**src/rtl/flag_reg_stack.sv**
```systemverilog
// flag_reg_stack: live CPU flag register with a save/restore stack for interrupt and
// call context.
//
// The live register is NFLAGS wide. Each bit can be updated or cleared on its own.
// Bits selected by STICKY_MASK are set-only: an update can set them but never clear
// them. The stack holds DEPTH entries. A lone push saves the pre-update flags, and a
// lone pop restores the most recently saved entry. Overflow and underflow attempts
// are recorded in sticky error bits.
//
// Ports:
//   clk       in   clock, all state changes on the rising edge
//   rst       in   synchronous active-high reset, overrides every other input
//   upd_en    in   [NFLAGS] per-bit update enable
//   upd_val   in   [NFLAGS] per-bit new value
//   clr_mask  in   [NFLAGS] per-bit clear request
//   push      in   save the live flags to the stack
//   pop       in   restore the live flags from the stack
//   err_clr   in   clear ovf_err and unf_err
//   flags     out  [NFLAGS] live flag register
//   depth     out  [DW] number of occupied stack entries
//   full      out  depth == DEPTH
//   empty     out  depth == 0
//   ovf_err   out  sticky: push attempted while full
//   unf_err   out  sticky: pop attempted while empty
//
// Every output comes from a flop, so no input reaches an output in the same cycle.

module flag_reg_stack #(
    parameter int unsigned          NFLAGS      = 13,
    parameter int unsigned          DEPTH       = 4,
    parameter logic [NFLAGS-1:0]    STICKY_MASK = '0,
    parameter logic [NFLAGS-1:0]    RESET_VAL   = '0,
    localparam int unsigned         DW          = $clog2(DEPTH + 1)
) (
    input  logic              clk,
    input  logic              rst,
    input  logic [NFLAGS-1:0] upd_en,
    input  logic [NFLAGS-1:0] upd_val,
    input  logic [NFLAGS-1:0] clr_mask,
    input  logic              push,
    input  logic              pop,
    input  logic              err_clr,
    output logic [NFLAGS-1:0] flags,
    output logic [DW-1:0]     depth,
    output logic              full,
    output logic              empty,
    output logic              ovf_err,
    output logic              unf_err
);

    // Stack index width. It is kept at least one bit wide so that DEPTH=1 still
    // elaborates.
    localparam int unsigned AW = (DEPTH > 1) ? $clog2(DEPTH) : 1;

    localparam logic [DW-1:0] DepthMax = DW'(DEPTH);
    localparam logic [DW-1:0] DepthOne = DW'(1);

    if (DEPTH < 1) begin : g_depth_check
        $error("flag_reg_stack: DEPTH must be at least 1");
    end

    // ------------------------------------------------------------------
    // State
    // ------------------------------------------------------------------
    logic [NFLAGS-1:0] flags_q, flags_d;
    logic [DW-1:0]     depth_q, depth_d;
    logic              full_q, full_d;
    logic              empty_q, empty_d;
    logic              ovf_q, ovf_d;
    logic              unf_q, unf_d;
    logic [NFLAGS-1:0] stack_q [DEPTH];
    logic [NFLAGS-1:0] stack_d [DEPTH];

    // ------------------------------------------------------------------
    // Per-bit update and clear
    // ------------------------------------------------------------------
    logic [NFLAGS-1:0] set_v;
    logic [NFLAGS-1:0] plain_n;
    logic [NFLAGS-1:0] sticky_n;
    logic [NFLAGS-1:0] upd_n;

    always_comb begin
        set_v    = upd_en & upd_val;
        // Non-sticky bits: the update selects the new value, then a clear always wins.
        plain_n  = (upd_en & upd_val) | (~upd_en & flags_q);
        plain_n  = plain_n & ~clr_mask;
        // Sticky bits: OR in the sets. A clear only takes effect when no set arrives
        // in the same cycle, so no event is lost.
        sticky_n = flags_q | set_v;
        sticky_n = sticky_n & ~(clr_mask & ~set_v);
        upd_n    = (STICKY_MASK & sticky_n) | (~STICKY_MASK & plain_n);
    end

    // ------------------------------------------------------------------
    // Stack control
    // ------------------------------------------------------------------
    // A push and a pop in the same cycle cancel each other. Neither touches the
    // stack, and neither flags an error.
    logic           lone_push;
    logic           lone_pop;
    logic           push_ok;
    logic           pop_ok;
    logic [AW-1:0]  push_idx;
    logic [AW-1:0]  pop_idx;
    logic [DW-1:0]  depth_m1;

    always_comb begin
        lone_push = push & ~pop;
        lone_pop  = pop & ~push;
        push_ok   = lone_push & ~full_q;
        pop_ok    = lone_pop & ~empty_q;
        depth_m1  = depth_q - DepthOne;
        push_idx  = AW'(depth_q);
        pop_idx   = AW'(depth_m1);
    end

    always_comb begin
        stack_d = stack_q;
        if (push_ok) begin
            stack_d[push_idx] = flags_q;
        end
    end

    // ------------------------------------------------------------------
    // Next state
    // ------------------------------------------------------------------
    always_comb begin
        flags_d = upd_n;
        depth_d = depth_q;

        if (push_ok) begin
            depth_d = depth_q + DepthOne;
        end else if (pop_ok) begin
            // The restore overrides any update or clear issued in the same cycle.
            flags_d = stack_q[pop_idx];
            depth_d = depth_m1;
        end

        full_d  = (depth_d == DepthMax);
        empty_d = (depth_d == '0);

        // A new error beats a same-cycle err_clr.
        ovf_d = ovf_q & ~err_clr;
        unf_d = unf_q & ~err_clr;
        if (lone_push && full_q) begin
            ovf_d = 1'b1;
        end
        if (lone_pop && empty_q) begin
            unf_d = 1'b1;
        end
    end

    always_ff @(posedge clk) begin
        if (rst) begin
            flags_q <= RESET_VAL;
            depth_q <= '0;
            full_q  <= 1'b0;
            empty_q <= 1'b1;
            ovf_q   <= 1'b0;
            unf_q   <= 1'b0;
        end else begin
            flags_q <= flags_d;
            depth_q <= depth_d;
            full_q  <= full_d;
            empty_q <= empty_d;
            ovf_q   <= ovf_d;
            unf_q   <= unf_d;
        end
    end

    // Stack contents are don't-care after reset, so the array has no reset. The
    // depth counter and the other state are cleared on reset, so no stale entry
    // can ever be read back.
    always_ff @(posedge clk) begin
        stack_q <= stack_d;
    end

    // ------------------------------------------------------------------
    // Outputs
    // ------------------------------------------------------------------
    assign flags   = flags_q;
    assign depth   = depth_q;
    assign full    = full_q;
    assign empty   = empty_q;
    assign ovf_err = ovf_q;
    assign unf_err = unf_q;

endmodule

```
**config.mk**
```make
export PLATFORM = sky130hd
export DESIGN_NAME = flag_reg_stack
export DESIGN_NICKNAME = d
export VERILOG_FILES = /design/src/rtl/flag_reg_stack.sv
export SDC_FILE = /design/constraint.sdc
export NUM_CORES = 1
export LEC_CHECK = 0
export BUFFER_PORTS_ARGS = -buffer_cell sky130_fd_sc_hd__buf_4
export CORE_UTILIZATION = 50
export CTS_CLUSTER_SIZE = 40
export DETAILED_ROUTE_END_ITERATION = 16
export GPL_ROUTABILITY_DRIVEN = 0
export MAX_ROUTING_LAYER = met4
export PLACE_DENSITY = 0.74
export SLEW_MARGIN = 20
export SYNTH_ARGS = -nofsm -noshare
export SYNTH_HDL_FRONTEND = slang
export SYNTH_SLANG_ARGS = --single-unit
```
**constraint.sdc**
```tcl
create_clock -name clk -period 5.23 [get_ports clk]
set_clock_uncertainty 0.1 [all_clocks]
set_input_delay 0.523 -clock clk [delete_from_list [all_inputs] [get_ports clk]]
set_output_delay 0.523 -clock clk [all_outputs]
set_load 0.02 [all_outputs]
```
==> flow_results.org <==
** Drt
- For this run, design rule violations remaining after detail routing come to 0.
- Met1 routed wirelength after detailed routing :: 2290 um
- Average routed wire per standard cell :: 16.4 um
- WL final :: 5360 um
- The highest layer touched by signal routing is met4.
- Iter 0 DRT Violations :: 82
- Per-cell via count in the routed design :: 5.34
- 1st-pass router iterations :: 4
- Vias after detailed routing :: 1745
- Detailed routing placed a total of 332 um of wire on met3.
- Routed met2 length :: 2690 um
- Antenna Nets Post-Route :: 0

** Setup path
- Together, buffers and inverters on the worst path number 1.
- On the critical path, the stage with the largest delay is an instance of sky130_fd_sc_hd__ha_1.
- Counting cells, the worst reg-to-reg path comes to 5.
- Gate family responsible for the most delay along the worst path :: adder cells
- Minimum setup slack among reg-to-reg paths :: 3.06 ns
- The worst setup path is launched from a flip-flop.
- Category of the critical setup timing path :: reg -> reg
- In this run the critical register-to-register path is launched from depth[1].
- Largest stage delay on the critical path :: 0.75 ns
- Along the worst path, the maximum fanout reaches 15.
- Data arrival time of the critical path :: 2.29 ns
- Required @ worst endpoint :: 5.35 ns
- Crit-path cells :: inv_1 -> ha_1 -> mux4_2 -> a21oi_1 -> nor2_1
- In this run the critical register-to-register path is captured at flags[3].
- STA classifies the critical path endpoint as a flip-flop.

** Cells and area
- Number of filler cells placed in the layout :: 407
- Post-layout instance area :: 3670 um^2
- For this run, the post-layout net count is 299.
- Antenna diode instance count :: 0
- Of the cells placed in the final design, the portion with a size suffix greater than 1 is 0.388.
- Compared with the post-synthesis result, the final layout area differs by 26.6%.

** Synth
- Share of synthesized area occupied by flip-flops and latches :: 0.677
- In this run, synthesis inferred 52 flip-flops with an integrated enable.
- During synthesis, Yosys emitted a total of 0 warnings.
- Post-synth top flop :: sky130_fd_sc_hd__edfxtp_1
- Dividing the synthesized area by the synthesized cell count gives 16.0 um^2.
- Synth Register Bits :: 72
- Count of unique library cells instantiated by Yosys :: 27
- The cell area that synthesis handed to floorplanning was 2900 um^2.
- The number of nets handed over by synthesis was 230.
- After technology mapping, the gate count stands at 181.
- Asr flop ratio synth :: 0

** CTS
- Register clock-pin slew on the reported worst setup and hold paths :: 0.07 ns
- In this run the number of H-tree levels came out at 3.
- Count of hold buffers inserted by post-cts repair :: 0
- In this run, post-CTS repair resized a total of 0 instances.
- Number of CTS-inserted buffers :: 9
- CTS tree :: built
- Count of clock tree sinks :: 72
- For the worst-skew pair, the clock arrives at the later sink with an insertion delay of 0.34 ns.
- Clock tree root driver cell :: sky130_fd_sc_hd__clkbuf_8
- Post-CTS setup buffers :: 0
- Bufs on Longest Clock Path :: 2

** STA
- On the final layout, the worst hold slack is 0.355 ns.
- Of the available clock period, the critical path in the final layout requires 0.415.
- The worst pin sits at a relative slew slack of 0.501.
- For this run, the top clock speed supported by timing is 0.461 GHz.
- Setup repair after global routing left no endpoint under its margin.
- The number of endpoints with negative hold slack in the final report came to 0.
- Setup slack on the critical path of the routed design comes to 3.06 ns.
- After routing, the total negative slack on setup checks comes to 0 ns.
- Setup violations remaining at the end of the flow were counted as 0.
- Max-slew violations :: 0
- At the pin with the least slew margin, the transition time is 0.748 ns.
- Counting I/O delays and the setup requirement, the final critical path takes 2.17 ns.

** Global route
- Total global-route track usage :: 0.197
- The first global-routing pass estimated 8470 um of wire.
- Entering global routing, the biggest net connects 29 pins.
- The number of antenna violations at the first check in global routing was 0.
- The via count of the first global-routing pass is 1750.
- Aggregate global routing overflow :: 0

** Min path
- The path class of the tightest hold or removal check is in -> reg.
- Along the worst hold path, the cell count comes to 3.
- Worst Hold Endpoint :: ovf_err
- Worst Hold Launch :: err_clr

** Floorplan
- Chip Height :: 78.1 um
- Num rows :: 27
- Full die area :: 6100 um^2
- The die is 78.1 um wide.
- The region available for standard cell placement spans 5540 um^2.
- Initial Util :: 0.523
- 64 I/O pins were placed.

** Pwr
- Worst vdd rail ir drop :: 0.298 mV
- Static leakage :: 1.41 nW
- Power density over the cells :: 369 nW/um^2

** Status
- Result of the run :: finished, final reports clean

** Placement
- Detailed-placement wirelength estimate :: 3340 um
- # port buffers :: 63
- Post-placement setup slack :: 3.05 ns
- Instance area after placement :: 3440 um^2

** Run
- Number of violations of the max-capacitance limit :: 0
kinds of logic (layout without fill, tap and decap cells):
kind of cell,Yosys count,count (layout),synth area share
flip-flops,72,72,0.677
AND/OR/NAND/NOR,43,43,0.0829
multiplexers,26,26,0.146
AO/OA/AOI/OAI,22,22,0.0432
buffers and inverters,10,84,0.0177
adder cells (fa/ha/maj),5,5,0.0216
XOR/XNOR,3,3,0.0117
placed cells by master (no fill, tap or decap), types with 2 or more instances in the layout:
| cell | n |
|---|---|
| sky130_fd_sc_hd__nor3_1 | 13 |
| sky130_fd_sc_hd__and2_1 | 6 |
| sky130_fd_sc_hd__buf_4 | 65 |
| sky130_fd_sc_hd__ha_1 | 5 |
| sky130_fd_sc_hd__nand2b_1 | 3 |
| sky130_fd_sc_hd__inv_1 | 3 |
| sky130_fd_sc_hd__mux4_2 | 13 |
| sky130_fd_sc_hd__clkbuf_8 | 9 |
| sky130_fd_sc_hd__a21oi_1 | 16 |
| sky130_fd_sc_hd__edfxtp_1 | 52 |
| sky130_fd_sc_hd__mux2i_1 | 13 |
| sky130_fd_sc_hd__o21ai_0 | 2 |
| sky130_fd_sc_hd__nand3b_1 | 2 |
| sky130_fd_sc_hd__clkinv_2 | 4 |
| sky130_fd_sc_hd__nor2_1 | 16 |
| sky130_fd_sc_hd__bufinv_16 | 3 |
| sky130_fd_sc_hd__dfxtp_1 | 20 |
state kept, by name, summed over array words and instances, names as in the netlist:
name and count:
stack_q 52, flags 13, depth 3, empty 1
full 1, ovf_err 1, unf_err 1
final cells by class:
| type | count | area, um^2 | area share |
|---|---|---|---|
| clock buffer | 9 | 124 | 0.0338 |
| clock inverter | 7 | 110 | 0.0300 |
| inverter | 3 | 11.3 | 0.00307 |
| multi-input combinational | 99 | 885 | 0.241 |
| sequential | 72 | 1960 | 0.535 |
| tap | 72 | 90.1 | 0.0245 |
| timing repair buffer | 65 | 488 | 0.133 |
per-stage QoR:
stage	utilization	total power, W	instances
global route	0.662	0.00141	327
floorplan	-	0.000786	181
detailed placement	0.620	0.000856	311
global placement	0.620	0.000853	311
finish	0.662	0.00135	327
CTS	0.662	0.00137	327
cells in the mapped netlist, drive strengths merged, types with 4 or more instances:
master	instances	area share
and2	6	0.013
ha	5	0.022
mux4	13	0.10
nor2	16	0.021
nor3	13	0.022
a21oi	16	0.028
mux2i	13	0.045
edfxtp	52	0.54
dfxtp	20	0.14
buf	4	0.0099
worst register-to-register path, delay by kind of cell (launching register included):
kind / cells / cell delay (ns)
and+or+nand+nor: 1 / 0.06
muxes: 1 / 0.40
AOI/OAI and AO/OA: 1 / 0.18
adders and majority gates: 1 / 0.75
buffers and inverters: 1 / 0.13
DFF: 1 / 0.43
where the power goes:
part	switching [W]	internal, W
Sequential	0.0000191	0.000639
Clock	0.000199	0.000313
Combinational	0.0000900	0.0000933
Total	0.000308	0.00105
per-layer routing:
| metal | GRT usage | up-vias |
|---|---|---|
| met2 | 0.314 | 62 |
| met3 | 0.0698 | 4 |
| met4 | 0.0704 | 0 |
| li1 | - | 828 |
| met1 | 0.231 | 851 |
| met5 | - | - |
how the worst max path moves through the flow:
stage | startpoint | end | depth (start not counted)
2_1_floorplan | depth[0] | flags[2] | 8
3_3_place_gp | pop | stack_q[9] | 3
3_5_place_dp | pop | stack_q[9] | 3
4_1_cts | depth[1] | flags[8] | 5
5_1_grt | depth[1] | flags[8] | 5
6_report | depth[1] | flags[3] | 5
(Power assumes the default switching activity.)
